===== src/rtl/rr_mux16_scheduler_pkg.sv =====
// rtl/rr_mux16_scheduler_pkg.sv - shared constants, state encoding and helpers for the scheduler
package rr_mux16_scheduler_pkg;

  localparam int N  = 16;
  localparam int SW = 4;

  typedef enum logic [1:0] {
    IDLE   = 2'd0,
    SAMPLE = 2'd1,
    HOLD   = 2'd2
  } state_e;

  // One-hot vector with only bit idx set.
  function automatic logic [N-1:0] onehot(input logic [SW-1:0] idx);
    logic [N-1:0] v;
    v      = '0;
    v[idx] = 1'b1;
    return v;
  endfunction

endpackage


===== src/rtl/rr_mux16_scheduler_if.sv =====
// rtl/rr_mux16_scheduler_if.sv - requester bank / consumer bundle around the scheduler
interface rr_mux16_scheduler_if;
  import rr_mux16_scheduler_pkg::*;

  logic [N-1:0]  req;
  logic [N-1:0]  en_mask;
  logic [N-1:0]  w;
  logic          ready;
  logic [N-1:0]  gnt;
  logic [SW-1:0] s;
  logic          f;
  logic          valid;
  logic          busy;

  // Requester bank and downstream consumer side.
  modport master (
    output req, en_mask, w, ready,
    input  gnt, s, f, valid, busy
  );

  // Scheduler side.
  modport slave (
    input  req, en_mask, w, ready,
    output gnt, s, f, valid, busy
  );

endinterface


===== src/rtl/rr_mux16_scheduler_mux16to1.sv =====
// rtl/rr_mux16_scheduler_mux16to1.sv - shared 16:1 single-bit mux datapath
module mux16to1
  import rr_mux16_scheduler_pkg::*;
(
  input  logic [N-1:0]  w,
  input  logic [SW-1:0] s,
  output logic          y
);

  assign y = w[s];

endmodule


===== src/rtl/rr_mux16_scheduler.sv =====
// rtl/rr_mux16_scheduler.sv - round-robin owner of the 16:1 mux select with registered valid/ready output
module rr_mux16_scheduler
  import rr_mux16_scheduler_pkg::*;
(
  input  logic                 clk,
  input  logic                 resetn,
  rr_mux16_scheduler_if.slave  bus
);

  state_e        state_q, state_d;
  logic [SW-1:0] ptr_q, ptr_d;
  logic [SW-1:0] s_q, s_d;
  logic [N-1:0]  gnt_q, gnt_d;
  logic          f_q, f_d;
  logic          valid_q, valid_d;

  logic [N-1:0]  elig;
  logic [N-1:0]  rot;
  logic [SW-1:0] first;
  logic [SW-1:0] winner;
  logic          mux_bit;

  assign elig = bus.req & bus.en_mask;

  // Rotate eligibility so ptr sits at bit 0, pick the lowest set bit, then rotate the index back.
  always_comb begin
    rot   = '0;
    first = '0;
    for (int j = 0; j < N; j++) begin
      rot[j] = elig[SW'(j) + ptr_q];
    end
    for (int i = N - 1; i >= 0; i--) begin
      if (rot[i]) begin
        first = SW'(i);
      end
    end
    winner = first + ptr_q;
  end

  mux16to1 u_mux (
    .w (bus.w),
    .s (s_q),
    .y (mux_bit)
  );

  // State and datapath registers; reset abandons any transfer in flight.
  always_ff @(posedge clk or negedge resetn) begin
    if (!resetn) begin
      state_q <= IDLE;
      ptr_q   <= '0;
      s_q     <= '0;
      gnt_q   <= '0;
      f_q     <= 1'b0;
      valid_q <= 1'b0;
    end else begin
      state_q <= state_d;
      ptr_q   <= ptr_d;
      s_q     <= s_d;
      gnt_q   <= gnt_d;
      f_q     <= f_d;
      valid_q <= valid_d;
    end
  end

  // Next-state logic: arbitrate in IDLE, capture the mux bit in SAMPLE, wait for ready in HOLD.
  always_comb begin
    state_d = state_q;
    ptr_d   = ptr_q;
    s_d     = s_q;
    gnt_d   = gnt_q;
    f_d     = f_q;
    valid_d = valid_q;
    unique case (state_q)
      IDLE: begin
        valid_d = 1'b0;
        if (|elig) begin
          s_d     = winner;
          gnt_d   = onehot(winner);
          state_d = SAMPLE;
        end else begin
          s_d   = '0;
          gnt_d = '0;
        end
      end
      SAMPLE: begin
        f_d     = mux_bit;
        valid_d = 1'b1;
        state_d = HOLD;
      end
      HOLD: begin
        if (bus.ready) begin
          valid_d = 1'b0;
          gnt_d   = '0;
          s_d     = '0;
          ptr_d   = s_q + 1'b1;
          state_d = IDLE;
        end
      end
      default: begin
        valid_d = 1'b0;
        gnt_d   = '0;
        s_d     = '0;
        state_d = IDLE;
      end
    endcase
  end

  assign bus.gnt   = gnt_q;
  assign bus.s     = s_q;
  assign bus.f     = f_q;
  assign bus.valid = valid_q;
  assign bus.busy  = (state_q != IDLE);

endmodule


===== src/flat_wrapper.sv =====
// flat-port wrapper written by rule: the top's interface ports become plain ports
module rr_mux16_scheduler_flat import rr_mux16_scheduler_pkg::*;
  (clk, resetn, bus_req, bus_en_mask, bus_w, bus_ready, bus_gnt, bus_s, bus_f, bus_valid, bus_busy);
  rr_mux16_scheduler_if bus_i ();
  input  logic clk;
  input  logic resetn;
  input wire logic [$bits(bus_i.req)-1:0] bus_req;
  input wire logic [$bits(bus_i.en_mask)-1:0] bus_en_mask;
  input wire logic [$bits(bus_i.w)-1:0] bus_w;
  input wire logic [$bits(bus_i.ready)-1:0] bus_ready;
  output wire logic [$bits(bus_i.gnt)-1:0] bus_gnt;
  output wire logic [$bits(bus_i.s)-1:0] bus_s;
  output wire logic [$bits(bus_i.f)-1:0] bus_f;
  output wire logic [$bits(bus_i.valid)-1:0] bus_valid;
  output wire logic [$bits(bus_i.busy)-1:0] bus_busy;
  assign bus_i.req = bus_req;
  assign bus_i.en_mask = bus_en_mask;
  assign bus_i.w = bus_w;
  assign bus_i.ready = bus_ready;
  assign bus_gnt = bus_i.gnt;
  assign bus_s = bus_i.s;
  assign bus_f = bus_i.f;
  assign bus_valid = bus_i.valid;
  assign bus_busy = bus_i.busy;
  rr_mux16_scheduler u_core (.clk(clk), .resetn(resetn), .bus(bus_i));
endmodule

===== config.mk =====
export PLATFORM = sky130hd
export DESIGN_NAME = rr_mux16_scheduler_flat
export DESIGN_NICKNAME = d
export VERILOG_FILES = /design/src/rtl/rr_mux16_scheduler_pkg.sv /design/src/rtl/rr_mux16_scheduler_if.sv /design/src/rtl/rr_mux16_scheduler_mux16to1.sv /design/src/rtl/rr_mux16_scheduler.sv /design/src/flat_wrapper.sv
export SDC_FILE = /design/constraint.sdc
export NUM_CORES = 1
export LEC_CHECK = 0
export CAP_MARGIN = 5
export CORE_MARGIN = 3
export CORE_UTILIZATION = 54
export DETAILED_ROUTE_END_ITERATION = 8
export PLACE_DENSITY = 0.91
export SYNTH_ARGS = -nofsm -noshare
export SYNTH_HDL_FRONTEND = slang
export SYNTH_HIERARCHICAL = 1
export SYNTH_SLANG_ARGS = --single-unit

===== constraint.sdc =====
create_clock -name clk -period 7.2 [get_ports clk]
set_input_delay 1.8 -clock clk [delete_from_list [all_inputs] [get_ports clk]]
set_output_delay 1.8 -clock clk [all_outputs]
set_load 0.01 [all_outputs]

==> run_results.csv, run 1 <==
group,metric,value,unit
placement,dpl.hpwl,5680,µm
clock_tree,cts_tree,"done",
grt,grt_pass1_wl,12200,µm
finish,syn2layout_area_growth,27.4,%
finish,num-fill-cells,364,
clock_tree,htreeDepth,1,
critical_path,critPathSlowestCell,"clkdlybuf4s50_1",
floorplanning,dieArea,6320,µm²
placement,io_buffers,73,
logic_synthesis,avgSynthCellArea,11.3,µm²
finish,antenna_cells,0,
clock_tree,cts_buffers,3,
logic_synthesis,synth_edf_count,0,
finish,fin_nets,389,
clock_tree,cts_setup_buffers,0,
logic_synthesis,synthTopCellsByCount,"30 x nand2_1, 28 x dfrtp_1, 25 x mux4_2",
logic_synthesis,yosys_warnings,6,
timing,max_clock_freq,178,MHz
finish,multiInputGateArea,2120,µm²
logic_synthesis,syn_area,2920,µm²
routing,wl_per_cell,18.4,µm
critical_path,cp_data_arrival_time,5.78,ns
routing,drt_iter0_drc,186,
critical_path,crit_path_max_incr_delay,0.49,ns
logic_synthesis,netlist_top_cells_area,"dfrtp_1 24%, mux4_2 19%, mux2i_1 5.8%, a32o_1 5.5%, mux2_2 5.4%",
finish,final_util,71.9,%
floorplanning,pin_count,74,
timing,finalHoldViolCount,0,
timing,tightestPinTransition,0.976,ns
flow_run,maxCapViolations,0,
logic_synthesis,synth_seq_cells,28,
timing,relSlewSlack,35.0,%
critical_path,cp_max_fo,8,
grt,antenna_found_initial,0,
logic_synthesis,ys.flop_type,"dfrtp_1",
finish,drive_gt1_share,16.7,%
routing,ant_nets,0,
outcome,status,"completed",
clock_tree,clk_latency,0.27,ns
floorplanning,chipWidth,79.5,µm
timing,setup_viol,0,
clock_tree,clkTransAtPathRegs,0.09,ns
floorplanning,row_count,26,
floorplanning,start_util,56.4,%
grt,grt_max_degree,41,
grt,grt_overflow_total,0,
timing,drv_slew,0,
routing,drtPass1Iterations,4,
timing,final.setup_skew,0.00501,ns
logic_synthesis,synth_area_leader_cell,"dfrtp_1",
grt,grt_pass1_vias,2544,
timing,timing.final.crit_share,78.0,%
critical_path,endpoint_kind,"flip-flop",
routing,remaining_drc_errors,0,
critical_path,startpoint_type,"input pin",
grt,grtUsageTotal,24.1,%
logic_synthesis,syn_nets,321,
logic_synthesis,async_flop_share,100,%
hold_path,min_path_type,"flip-flop to flip-flop",
floorplanning,die_y,79.5,µm
clock_tree,clockRootBuffer,"clkbuf_8",
critical_path,crit_type,"input pin to flip-flop",
logic_synthesis,synth-seq-area-share,24.0,%
logic_synthesis,synth.most_common_cell,"nand2_1",
critical_path,path_cells,"clkdlybuf4s50_1 -> nand2_1 -> mux4_2 -> mux2_2 -> mux2_2 -> nand2_1 -> a31o_2 -> nand4b_1 -> a31oi_1 -> ha_1 -> a21o_1 -> a21oi_1 -> xnor2_1 -> xor2_4 -> a32o_1",
logic_synthesis,yosys.area.top_type_share,24.0,%
placement,dp_slack,1.34,ns
finish,seq_area,701,µm²
routing,vias,2513,
clock_tree,cts_buffer_depth,2,
clock_tree,cts_resized,0,
timing,tns,0,ns
timing,fin_ws,1.59,ns
logic_synthesis,yosysUniqueCellTypes,50,
logic_synthesis,syn_inst,258,
timing,rsz0062_at_grt,"no",
clock_tree,clock-sinks,28,
routing,viasPerCell,6.38,
placement,globalplace.congestion,0.918,
clock_tree,cts_hold_buf,0,
timing,finalCriticalPeriod,5.61,ns
critical_path,required,7.37,ns
floorplanning,core,5170,µm²
routing,totalWireLength,7260,µm
==> cell usage in the layout, fill, tap and decap left out, types with 2 or more instances in the layout <==
cell	netlist	final
clkbuf_8	0	3
a21oi_1	4	4
clkdlybuf4s50_1	0	73
nand2_1	30	30
nor2_1	5	5
ha_1	11	11
xor2_1	7	7
a32o_1	16	16
mux2_2	14	14
nand4b_1	2	2
and2_1	4	4
a21o_1	3	3
o21ai_1	5	5
dfrtp_1	28	28
inv_1	5	5
mux4_2	25	25
o22ai_1	3	3
o21ai_0	8	8
nand4_1	5	5
xnor2_1	7	7
nand3_1	9	9
mux4_1	4	4
mux2i_1	17	17
nor2b_1	6	6
nand2b_1	4	4
buf_4	2	2
or2_2	4	4
==> sequential cells by signal, summed over array words and instances, names as in the netlist <==
name / count
u_core/bus.f: 1
u_core/bus.gnt: 16
u_core/state_q: 2
u_core/bus.s: 4
u_core/ptr_q: 4
u_core/bus.valid: 1
==> worst max-delay path: cells and delay by family <==
kind,cells,cell delay (ns)
buf+inv,1,0.49
compound gates,5,1.17
xor+xnor,2,0.61
fa+ha+maj,1,0.30
simple gates,3,0.36
mux,3,1.04
==> logic make-up after synthesis <==
logic type / share of synthesized area (%)
simple gates: 12.7
xor+xnor: 6.65
fa+ha+maj: 5.40
mux: 34.1
compound gates: 13.9
flops: 24.0
buf+inv: 3.22
==> cell type report <==
class,instances,share of cell area [%]
Sequential cell,28,18.8
Clock buffer,3,1.11
Multi-Input combinational cell,213,57.1
Timing Repair Buffer,75,20.1
Tap cell,70,2.36
Inverter,5,0.505
==> metrics by stage <==
stage | cells | cell area, µm² | hold slack [ns]
4_1_cts | 394 | 3720 | 0.492
3_5_place_dp | 391 | 3680 | 0.472
3_3_place_gp | 391 | 3680 | 0.464
5_1_grt | 394 | 3720 | 0.523
2_1_floorplan | 258 | 2920 | 0.518
6_report | 394 | 3720 | 0.486
==> per-layer routing <==
layer | part of all wire (%) | GRT usage [%] | vias up
met1 | 40 | 33.3 | 1267
met4 | 0.87 | 3.95 | 0
met2 | 53 | 40.9 | 85
met3 | 6.2 | 3.39 | 8
met5 | 0 | 0 | -
li1 | - | - | 1153
==> final timing paths <==
check,startpoint,to,slack [ns],cells after the start
max,bus_req[12],u_core/bus.gnt[11]$_DFFE_PN0P_,1.59,15
min,u_core/bus.valid$_DFFE_PN0N_,u_core/bus.valid$_DFFE_PN0N_,0.49,1
max reg2reg,u_core/ptr_q[1]$_DFFE_PN0P_,u_core/bus.gnt[11]$_DFFE_PN0P_,2.18,16
min reg2reg,u_core/bus.valid$_DFFE_PN0N_,u_core/bus.valid$_DFFE_PN0N_,0.49,1
max in group asynchronous,resetn,u_core/bus.gnt[8]$_DFFE_PN0P_,5.04,2
min in group asynchronous,resetn,u_core/bus.gnt[6]$_DFFE_PN0P_,1.90,2
Power of run 1 is not shown: default switching activity piles up to over one toggle a cycle in this logic, so the estimate is an artifact.
==> run 2, diff against run 1 <==
- CORE_UTILIZATION: 54 -> 45
- PLACE_DENSITY: 0.91 -> 0.81
- clock period: 7.2 -> 4.99 ns (I/O delays scaled with it)
==> run_results.csv, run 2 (synthesis results as in run 1) <==
group,metric,value,unit
outcome,status,"completed",
timing,relSlewSlack,57.7,%
placement,globalplace.congestion,0.924,
floorplanning,chipWidth,86.5,µm
timing,rsz0062_at_grt,"no",
finish,layout_commonest_cell,"clkdlybuf4s50_1",
floorplanning,row_count,28,
grt,grt_max_degree,29,
grt,grt_overflow_total,0,
critical_path,endpoint_kind,"flip-flop",
timing,hold_ws,0.495,ns
finish,fin_nets,422,
critical_path,startpoint_type,"input pin",
critical_path,cp_data_arrival_time,5.03,ns
critical_path,ff2ff_path_depth,14,
timing,timing.final.crit_share,96.7,%
clock_tree,htreeDepth,1,
timing,setup_viol,0,
clock_tree,cts_buffers,3,
floorplanning,dieArea,7490,µm²
clock_tree,cts_buffer_depth,2,
routing,totalWireLength,7640,µm
routing,drt_iter0_drc,175,
clock_tree,cts_tree,"done",
finish,largest_reg_flops,16,
finish,mostFrequentLayoutCells,"73 x clkdlybuf4s50_1, 34 x buf_4, 30 x nand2_1",
hold_path,min_path_type,"flip-flop to flip-flop",
finish,syn2layout_area_growth,37.6,%
finish,antenna_cells,0,
floorplanning,die_y,86.5,µm
grt,grt_pass1_wl,12900,µm
routing,ant_nets,0,
finish,drive_gt1_share,26.1,%
routing,remaining_drc_errors,0,
routing,wl_per_cell,17.7,µm
critical_path,crit_type,"input pin to flip-flop",
grt,grtUsageTotal,21.1,%
routing,drtPass1Iterations,5,
timing,max_clock_freq,207,MHz
critical_path,cp_max_fo,4,
routing,vias,2688,
clock_tree,clock-sinks,28,
grt,grt_pass1_vias,2706,
hold_path,hold_path_depth,1,
clock_tree,clkTransAtPathRegs,0.09,ns
floorplanning,start_util,47.9,%
timing,tightestPinTransition,0.634,ns
routing,viasPerCell,6.22,
timing,final.setup_skew,0.00289,ns
clock_tree,clockRootBuffer,"clkbuf_8",
timing,drv_slew,0,
placement,place_area,3940,µm²
floorplanning,pin_count,74,
flow_run,maxCapViolations,0,
placement,io_buffers,73,
floorplanning,core,6100,µm²
timing,finalHoldViolCount,0,
timing,finalCriticalPeriod,4.83,ns
clock_tree,clk_latency,0.27,ns
finish,stdcell_area,4020,µm²
placement,dpl.hpwl,6130,µm
grt,antenna_found_initial,0,
critical_path,required,5.20,ns
[run 2: per-layer routing]
| layer | track usage (%) | vias to the layer above | share of wire (%) |
|---|---|---|---|
| li1 | - | 1226 | - |
| met1 | 29.6 | 1340 | 41 |
| met2 | 34.8 | 115 | 51 |
| met3 | 3.52 | 7 | 6.9 |
| met4 | 3.82 | 0 | 0.86 |
| met5 | 0 | - | 0 |
[run 2: layout make-up]
cell class,instances,area (µm²)
Inverter,5,18.8
Timing Repair Buffer,108,1010
Tap cell,75,93.8
Clock buffer,3,41.3
Sequential cell,28,701
Fill cell,471,2080
Multi-Input combinational cell,213,2150
[run 2: final timing paths]
check	startpoint	endpoint	slack (ns)
max in group asynchronous	resetn	u_core/bus.f$_DFFE_PN0P_	3.38
worst max-delay path	bus_en_mask[0]	u_core/bus.gnt[12]$_DFFE_PN0P_	0.16
worst min-delay path	u_core/bus.valid$_DFFE_PN0N_	u_core/bus.valid$_DFFE_PN0N_	0.49
min in group asynchronous	resetn	u_core/bus.gnt[5]$_DFFE_PN0P_	1.34
worst max register to register	u_core/ptr_q[0]$_DFFE_PN0P_	u_core/bus.gnt[9]$_DFFE_PN0P_	0.61
worst min register to register	u_core/bus.valid$_DFFE_PN0N_	u_core/bus.valid$_DFFE_PN0N_	0.49
[run 2: stage by stage]
| step | setup slack, ns | setup TNS [ns] | instances | util (%) |
|---|---|---|---|---|
| global route | 0.00440 | 0 | 432 | 65.9 |
| floorplan | 0.434 | 0 | 258 | - |
| finish | 0.165 | 0 | 432 | 65.9 |
| detailed placement | -0.133 | -1.59 | 429 | 64.7 |
| global placement | -0.0914 | -0.634 | 429 | 64.7 |
| CTS | 0.139 | 0 | 432 | 65.4 |
[run 2: timing repair]
item                                    CTS  global route
buffers inserted                          0             0
gates resized for setup                   0             7
hold buffers                              0             0
endpoints found under the setup margin    0            16
[run 2: worst max-delay path, cell delays in order]
cell and delay [ns]:
clkdlybuf4s50_1 0.48, nand2_1 0.13, buf_4 0.18, mux4_2 0.48
mux2_2 0.27, mux2i_1 0.23, a21boi_0 0.14, o21ai_0 0.18
a41oi_1 0.08, o211a_1 0.25, ha_1 0.20, fa_1 0.50
buf_4 0.17, nor2_1 0.26, a32o_1 0.22
Power of run 2 is left out for the same reason.
==> run 3, diff against run 2 <==
- CORE_UTILIZATION: 45 -> 31
- DONT_BUFFER_PORTS: not set -> 1
- PLACE_DENSITY: 0.81 -> 0.5
==> run_results.csv, run 3 (synthesis results as in run 1) <==
group,metric,value,unit
floorplanning,dieArea,10600,µm²
routing,drtPass1Iterations,4,
critical_path,cp_data_arrival_time,4.81,ns
critical_path,crit_family,"multiplexers",
grt,antenna_found_initial,0,
routing,totalWireLength,6940,µm
timing,timing.final.crit_share,92.2,%
critical_path,path_cells,"nand2_1 -> mux4_2 -> mux2_2 -> mux2_2 -> nor2b_1 -> o211ai_1 -> a41oi_1 -> o211a_1 -> ha_1 -> fa_1 -> xnor2_1 -> nor2b_1 -> a32o_1",
finish,largest_reg_flops,16,
grt,grt_pass1_wl,11000,µm
clock_tree,clkTransAtPathRegs,0.10,ns
finish,mostFrequentLayoutCells,"30 x nand2_1, 28 x dfrtp_1, 25 x mux4_2",
critical_path,required,5.20,ns
routing,viasPerCell,5.91,
routing,vias,2153,
floorplanning,pin_count,74,
finish,drive_gt1_share,23.0,%
floorplanning,die_y,103,µm
routing,remaining_drc_errors,0,
clock_tree,cts_setup_buffers,0,
placement,io_buffers,0,
timing,relSlewSlack,51.4,%
clock_tree,clock-sinks,28,
critical_path,critPathSlowestCell,"mux4_2",
grt,grt_pass1_vias,2121,
timing,tns,0,ns
routing,wl_per_cell,19.1,µm
critical_path,startpoint_type,"input pin",
timing,finalCriticalPeriod,4.60,ns
grt,grtUsageTotal,13.1,%
finish,syn2layout_area_growth,5.49,%
grt,grt_overflow_total,0,
timing,max_clock_freq,217,MHz
placement,globalplace.congestion,0.791,
flow_run,maxCapViolations,0,
grt,grt_max_degree,37,
floorplanning,row_count,34,
placement,dpl.hpwl,5410,µm
routing,drt_iter0_drc,88,
clock_tree,clk_latency,0.27,ns
floorplanning,core,8930,µm²
routing,ant_nets,0,
critical_path,endpoint_kind,"flip-flop",
floorplanning,start_util,32.7,%
clock_tree,cts_hold_buf,0,
finish,layout_commonest_cell,"nand2_1",
clock_tree,cts_buffers,3,
critical_path,cp_max_fo,8,
floorplanning,chipWidth,103,µm
clock_tree,htreeDepth,1,
finish,fin_nets,320,
timing,setup_viol,0,
finish,antenna_cells,0,
hold_path,min_path_type,"flip-flop to flip-flop",
timing,finalHoldViolCount,0,
critical_path,crit_path_max_incr_delay,0.51,ns
timing,tightestPinTransition,0.724,ns
clock_tree,cts_resized,0,
critical_path,cp.buffers_inverters,0,
clock_tree,cts_buffer_depth,2,
critical_path,crit_type,"input pin to flip-flop",
outcome,status,"completed",
timing,final.setup_skew,0.00407,ns
timing,rsz0062_at_grt,"no",
clock_tree,cts_tree,"done",
timing,drv_slew,0,
clock_tree,clockRootBuffer,"clkbuf_8",
==> run 3: cell count changes in the layout (fill, tap and decap cells not counted), moves of 2 or more <==
cell	before	now
buf_4	34	6
mux2i_1	14	17
clkdlybuf4s50_1	73	0
mux2i_2	2	0
==> run 3: path summary, 6_finish.rpt <==
path	from	end	slack, ns	depth (start not counted)
setup / recovery	bus_req[1]	u_core/bus.gnt[9]$_DFFE_PN0P_	0.39	13
hold / removal	u_core/bus.valid$_DFFE_PN0N_	u_core/bus.valid$_DFFE_PN0N_	0.56	1
setup reg to reg	u_core/ptr_q[1]$_DFFE_PN0P_	u_core/bus.gnt[9]$_DFFE_PN0P_	0.43	15
hold reg to reg	u_core/bus.valid$_DFFE_PN0N_	u_core/bus.valid$_DFFE_PN0N_	0.56	1
max in group asynchronous	resetn	u_core/state_q[0]$_DFFE_PN0P_	4.26	0
min in group asynchronous	resetn	u_core/bus.gnt[1]$_DFFE_PN0P_	0.66	0
==> run 3: metal layers <==
metal | track usage (%) | routed length [µm] | vias to the layer above
li1 | - | - | 1016
met1 | 18.8 | 3150 | 1084
met2 | 21.9 | 3530 | 51
met3 | 1.69 | 231 | 2
met4 | 1.20 | 28 | 0
met5 | 0 | 0 | -
==> run 3: through the flow <==
| step | setup WS, ns | area [µm²] | util [%] | hold slack (ns) | std cells |
|---|---|---|---|---|---|
| global placement | 0.132 | 3020 | 33.8 | 0.540 | 360 |
| CTS | 0.416 | 3080 | 34.5 | 0.564 | 364 |
| finish | 0.390 | 3080 | 34.5 | 0.558 | 364 |
| global route | 0.202 | 3080 | 34.5 | 0.579 | 364 |
| detailed placement | 0.132 | 3020 | 33.8 | 0.541 | 360 |
| floorplan | 0.434 | 2920 | - | 0.518 | 258 |
==> run 3: layout make-up <==
type | instances | area (µm²)
tap | 108 | 135
sequential | 28 | 701
fill | 871 | 5860
multi-input combinational | 213 | 2120
timing repair buffer | 6 | 45.0
clock buffer | 4 | 55.1
inverter | 5 | 18.8
==> run 3: worst reg2reg max path, stage by stage, from the launching register on <==
cell and delay [ns]:
dfrtp_1 0.38, inv_1 0.13, ha_1 0.29, xnor2_1 0.44, mux4_2 0.38, mux2_2 0.27, mux2_2 0.30, nor2b_1 0.14
o211ai_1 0.22, a41oi_1 0.17, o211a_1 0.25, ha_1 0.20, fa_1 0.38, xnor2_1 0.39, nor2b_1 0.35, a32o_1 0.22
Power of run 3 is left out for the same reason.
